$ cat src/rtl/coco_muldiv.sv
// Iterative 32-bit multiply/divide unit that owns the HI/LO registers and answers the MulDiv handshake.
// Optional COCO_MULDIV_FAST_MUL_EN: multiply uses a single-cycle product and skips the iterative phase.
module coco_muldiv (
   input  logic        Clk,
   input  logic        Reset,
   input  logic        Start_i,
   input  logic        MorD_i,
   input  logic        Sign_i,
   input  logic        HorL_i,
   input  logic        We_i,
   input  logic [31:0] A_i,
   input  logic [31:0] B_i,
   output logic [31:0] Result_o,
   output logic        Ready_o,
   output logic        Busy_o
);

   typedef enum logic [1:0] {S_IDLE, S_RUN, S_FIX, S_DONE} state_t;

   state_t      state_q, state_d;
   logic [4:0]  cnt_q, cnt_d;
   logic        start_q;
   logic        mord_q, mord_d;
   logic        neg_res_q, neg_res_d;
   logic        neg_rem_q, neg_rem_d;
   logic        bzero_q, bzero_d;
   logic [31:0] a_q, a_d;
   logic [31:0] b_q, b_d;
   logic [31:0] araw_q, araw_d;
   logic [63:0] acc_q, acc_d;
   logic [31:0] hi_q, hi_d;
   logic [31:0] lo_q, lo_d;

   logic [31:0] a_abs, b_abs;
   logic        start_rise;
   logic [32:0] mul_sum;
   logic [32:0] rem_shift;
   logic [32:0] div_diff;
   logic [63:0] mul_step, div_step;
   logic [63:0] prod_fix;

   // Controller encoding: Sign=1 means unsigned, so magnitudes are only taken for signed ops.
   assign a_abs      = (!Sign_i && A_i[31]) ? (32'd0 - A_i) : A_i;
   assign b_abs      = (!Sign_i && B_i[31]) ? (32'd0 - B_i) : B_i;
   assign start_rise = Start_i & ~start_q;

   // Shift-add: multiplier sits in the low half and is consumed LSB first.
   assign mul_sum  = {1'b0, acc_q[63:32]} + (acc_q[0] ? {1'b0, a_q} : 33'd0);
   assign mul_step = {mul_sum, acc_q[31:1]};

   // Restoring divide: remainder in the high half, dividend shifts out of the low half as quotient shifts in.
   assign rem_shift = acc_q[63:31];
   assign div_diff  = rem_shift - {1'b0, b_q};
   assign div_step  = div_diff[32] ? {rem_shift[31:0], acc_q[30:0], 1'b0}
                                   : {div_diff[31:0], acc_q[30:0], 1'b1};

   assign prod_fix = neg_res_q ? (64'd0 - acc_q) : acc_q;

   assign Result_o = HorL_i ? hi_q : lo_q;
   assign Busy_o   = (state_q == S_RUN) || (state_q == S_FIX);
   assign Ready_o  = (state_q == S_DONE);

   always_ff @(posedge Clk or posedge Reset) begin
      if (Reset) begin
         state_q   <= S_IDLE;
         cnt_q     <= 5'd0;
         start_q   <= 1'b0;
         mord_q    <= 1'b0;
         neg_res_q <= 1'b0;
         neg_rem_q <= 1'b0;
         bzero_q   <= 1'b0;
         a_q       <= 32'd0;
         b_q       <= 32'd0;
         araw_q    <= 32'd0;
         acc_q     <= 64'd0;
         hi_q      <= 32'd0;
         lo_q      <= 32'd0;
      end else begin
         state_q   <= state_d;
         cnt_q     <= cnt_d;
         start_q   <= Start_i;
         mord_q    <= mord_d;
         neg_res_q <= neg_res_d;
         neg_rem_q <= neg_rem_d;
         bzero_q   <= bzero_d;
         a_q       <= a_d;
         b_q       <= b_d;
         araw_q    <= araw_d;
         acc_q     <= acc_d;
         hi_q      <= hi_d;
         lo_q      <= lo_d;
      end
   end

   always_comb begin
      state_d   = state_q;
      cnt_d     = cnt_q;
      mord_d    = mord_q;
      neg_res_d = neg_res_q;
      neg_rem_d = neg_rem_q;
      bzero_d   = bzero_q;
      a_d       = a_q;
      b_d       = b_q;
      araw_d    = araw_q;
      acc_d     = acc_q;
      hi_d      = hi_q;
      lo_d      = lo_q;

      case (state_q)
         S_IDLE: begin
            if (We_i) begin
               if (HorL_i) hi_d = A_i;
               else        lo_d = A_i;
            end
            if (start_rise) begin
               mord_d    = MorD_i;
               neg_res_d = !Sign_i && (A_i[31] ^ B_i[31]);
               neg_rem_d = !Sign_i && A_i[31];
               bzero_d   = (B_i == 32'd0);
               a_d       = a_abs;
               b_d       = b_abs;
               araw_d    = A_i;
               cnt_d     = 5'd0;
               acc_d     = MorD_i ? {32'd0, b_abs} : {32'd0, a_abs};
               state_d   = S_RUN;
`ifdef COCO_MULDIV_FAST_MUL_EN
               if (MorD_i) begin
                  acc_d   = {32'd0, a_abs} * {32'd0, b_abs};
                  state_d = S_FIX;
               end
`endif
            end
         end
         S_RUN: begin
            acc_d = mord_q ? mul_step : div_step;
            cnt_d = cnt_q + 5'd1;
            if (cnt_q == 5'd31) state_d = S_FIX;
         end
         S_FIX: begin
            if (mord_q) begin
               {hi_d, lo_d} = prod_fix;
            end else if (bzero_q) begin
               lo_d = 32'hFFFF_FFFF;
               hi_d = araw_q;
            end else begin
               lo_d = neg_res_q ? (32'd0 - acc_q[31:0])  : acc_q[31:0];
               hi_d = neg_rem_q ? (32'd0 - acc_q[63:32]) : acc_q[63:32];
            end
            state_d = S_DONE;
         end
         S_DONE: begin
            if (We_i) begin
               if (HorL_i) hi_d = A_i;
               else        lo_d = A_i;
            end
            state_d = S_IDLE;
         end
         default: state_d = S_IDLE;
      endcase
   end

endmodule

$ cat config.mk
export PLATFORM = sky130hd
export DESIGN_NAME = coco_muldiv
export DESIGN_NICKNAME = d
export VERILOG_FILES = /design/src/rtl/coco_muldiv.sv
export SDC_FILE = /design/constraint.sdc
export NUM_CORES = 1
export LEC_CHECK = 0
export BUFFER_PORTS_ARGS = -buffer_cell sky130_fd_sc_hd__clkbuf_2
export CAP_MARGIN = 30
export CORE_MARGIN = 2
export CORE_UTILIZATION = 60
export CTS_BUF_LIST = sky130_fd_sc_hd__clkbuf_4
export CTS_CLUSTER_SIZE = 25
export DETAILED_ROUTE_END_ITERATION = 8
export HOLD_SLACK_MARGIN = 0.03
export PLACE_DENSITY = 0.9
export REMOVE_ABC_BUFFERS = 1
export SYNTH_ARGS = -nofsm -noshare
export SYNTH_HDL_FRONTEND = slang
export SYNTH_SLANG_ARGS = --single-unit
$ cat constraint.sdc
create_clock -name Clk -period 9 [get_ports Clk]
set_input_delay 1.8 -clock Clk [delete_from_list [all_inputs] [get_ports Clk]]
set_output_delay 1.8 -clock Clk [all_outputs]
set_load 0.01 [all_outputs]
==> run metrics <==
outcome=complete, no violations; latest clock arrival within the worst-skew pair=roughly 0.73 ns; io pins=around 110; largest net degree at the start of global routing=111; gr ovfl total=0; switching power share of the total=~50%; Simple-Gate Fraction of Synth Area=~17%; met1 wire length=24,470 microns; TNS Setup=0 ns; Crit Path Category=in2out; Tot GR Track Use=a little under two fifths; num rows=64; combinational share of power=61.2%; Tmin final=between 4 and 5 ns; Met2 Wirelength=between 20,000 and 30,000 microns; final hold violations=0; nets@finish=2,410; DR DRC count=0; H-tree depth=3; via count=17,990; Max Freq=204.1 MHz; Post-Synthesis Cells=2,210; routed len/inst=between 20 and 25 microns; Reg clk slew, reported paths=~0.060 ns; main combinational cell family by area after synthesis=compound AO/OA/AOI/OAI gates; worst-path cell chain=clkbuf_2, mux2_2, clkbuf_2; Arrival @ worst endpoint=slightly above 3 ns; initial antenna violation count=2; die area=32,140 sq um; IO buf count=around 100; startpoint types=input port; sequential share of the synthesized area=31.91%; number of synthesized flops with an enable pin=0; Syn Area/Cell=about 8.3 sq um; first-pass GRT wire length=93,980 microns; cell leakage power=roughly 0.0087 uW; Slew Viols, Final=0; top post-synthesis cells by area=dfrtp_1 (32%), o21ai_0 (6.6%), mux2_2 (6.6%); Post-DP HPWL=~45,000 microns; post-synthesis compound-gate area fraction=a little under a quarter; register share of total power=between 20% and 30%; WL met3=between 5000 and 6000 microns; initial DRC count=1,795; # Post-CTS Setup Buffers=0; top routing layer in use=met5; die height=179.3 microns; largest stage delay on the critical path=0.69 ns; layout cells sized above 1=~16%; Distinct cells, synth=76; Initial Utilization=60.57%; Hold Path Class=reg2reg; CP max-delay cell=clkbuf_2; hold_buf cts=0; area grow syn2layout=8.404%; synthesis-stage register bit count=approximately 240; Final Skew=approximately 0.063 ns; unrepaired setup endpoints after global routing=false; Clock Tree Root=clkbuf_4; Worst Path Max Fanout=34; Final Cycle Share=around 54%; mux share of post-synthesis cell area=under 10%; required time worst endpoint=7.20 ns; Psw=between 3000 and 4000 uW; Placer Congestion=0.9825; CP most frequent cell=clkbuf_2; Worst-Margin Slew=a little over 1 ns; worst rel slew slack=31.79%; adder-cell share of the synthesized area=~5.2%; Post-Synth XOR/XNOR Area=8.316%; vias in the first global route=~17,000; DR vias/cell=6.644; ys flop type=dfrtp_1; Setup crit end kind=output pin; Clock power frac=between 10% and 20%; First-pass DRT Iterations=6; area leader, netlist=dfrtp_1; clk sinks=between 200 and 250; CTS tree=built; VDD IR max=0.0002954 V; fin util=around 66%; Die Wd=around 180 microns; ys async rst share=100.0%; CORE AREA=a little over 30,000 sq um; DRT Wirelength=61,490 microns; P_int=around 4000 uW; pwr/cell area=roughly 400 nW/um^2; CTS Buf Count=67; Ys Warns=0; cts repair resizes=0; Antenna Nets Post-Route=0; clk buf depth=3; Synth top area share=31.91%; max-cap violations=0; setup violators final=0; Post-Syn Area=18,430 sq um
==> layer usage <==
| metal | track usage (%) | vias up |
|---|---|---|
| li1 | - | 8151 |
| met1 | 48.72 | 8543 |
| met2 | 60.17 | 1058 |
| met3 | 6.701 | 231 |
| met4 | 22.55 | 2 |
| met5 | 0 | - |
==> flip-flops by register name, indices dropped and copies added (netlist names) <==
signal / count
neg_rem_q: 1
neg_res_q: 1
start_q: 1
a_q: 32
hi_q: 32
b_q: 32
state_q: 2
araw_q: 31
lo_q: 32
mord_q: 1
bzero_q: 1
cnt_q: 5
acc_q: 64
==> worst paths after layout <==
path                           start          end  slack (ns)  cells after the start
setup / recovery              HorL_i  Result_o[2]        4.10                      3
hold / removal              lo_q[26]     lo_q[26]        0.48                      2
setup reg to reg           acc_q[32]    acc_q[32]        4.47                     12
hold reg to reg             lo_q[26]     lo_q[26]        0.48                      2
max in group asynchronous      Reset      hi_q[1]        6.33                      3
min in group asynchronous      Reset   araw_q[23]        1.22                      2
==> cell type report <==
class	count	area (sq um)
Clock inverter	19	98.84
Tap cell	396	495.5
Multi-Input combinational cell	1750	11730
Clock buffer	96	720.7
Inverter	76	292.8
Sequential cell	235	5882
Antenna cell	2	5.005
Fill cell	2573	10450
Timing Repair Buffer	133	755.7
==> placed cells by master (no fill, tap or decap), types with 33 or more instances in the layout <==
cell,Yosys,final
and2_1,39,39
a21oi_1,162,162
a211oi_1,35,35
inv_1,76,75
nor2_1,126,126
ha_1,74,72
nand2_1,244,244
clkbuf_2,0,104
mux2i_1,48,48
xnor2_1,111,111
nor3_1,33,33
mux2_2,108,108
o21ai_0,244,243
o31ai_1,33,33
xor2_1,64,64
dfrtp_1,235,234
clkbuf_4,0,96
o22ai_1,39,39
==> power groups by stage <==
| stage | Clock (uW) | Sequential (uW) | Combinational (uW) |
|---|---|---|---|
| detailed placement | 0 | 2080 | 4750 |
| floorplan | 0 | 1930 | 3510 |
| global route | 1070 | 2120 | 5330 |
| CTS | 1010 | 2070 | 4780 |
| global placement | 0 | 2060 | 4560 |
| finish | 1010 | 2080 | 4880 |
==> synthesized netlist by cell type, types with 23 or more instances <==
cell type,instances
a211oi_1,35
a21o_1,28
a21oi_1,162
a22oi_1,23
and2_1,39
clkbuf_1,136
dfrtp_1,235
ha_1,74
inv_1,76
mux2_2,108
mux2i_1,48
nand2_1,244
nand2b_1,29
nor2_1,126
nor3_1,33
nor3b_1,23
o211ai_1,23
o21ai_0,244
o22ai_1,39
o31ai_1,33
xnor2_1,111
xor2_1,64
==> worst max-delay path: cells and delay by family <==
kind | cells | cell delay (ns)
muxes | 1 | 0.43
buffers and inverters | 2 | 0.82
==> metrics by stage <==
| step | cell area [sq um] | setup slack, ns | hold WS [ns] | total power (uW) | std cells |
|---|---|---|---|---|---|
| global placement | 19120 | 4.184 | 0.4574 | 6615 | 2588 |
| detailed placement | 19160 | 4.076 | 0.4664 | 6835 | 2590 |
| global route | 19980 | 4.073 | 0.4988 | 8532 | 2706 |
| floorplan | 17860 | 0.7537 | 0.4418 | 5436 | 2061 |
| finish | 19980 | 4.101 | 0.4806 | 7977 | 2707 |
| CTS | 19980 | 4.124 | 0.4819 | 7864 | 2705 |
==> cell families (layout without fill, tap and decap cells) <==
group	Yosys count	in the layout
XOR/XNOR	175	175
flip-flops	235	235
other	0	2
adder cells (fa/ha/maj)	76	76
buffers and inverters	225	324
multiplexers	156	156
AO/OA/AOI/OAI	714	714
AND/OR/NAND/NOR	629	629
(Power assumes the default switching activity.)
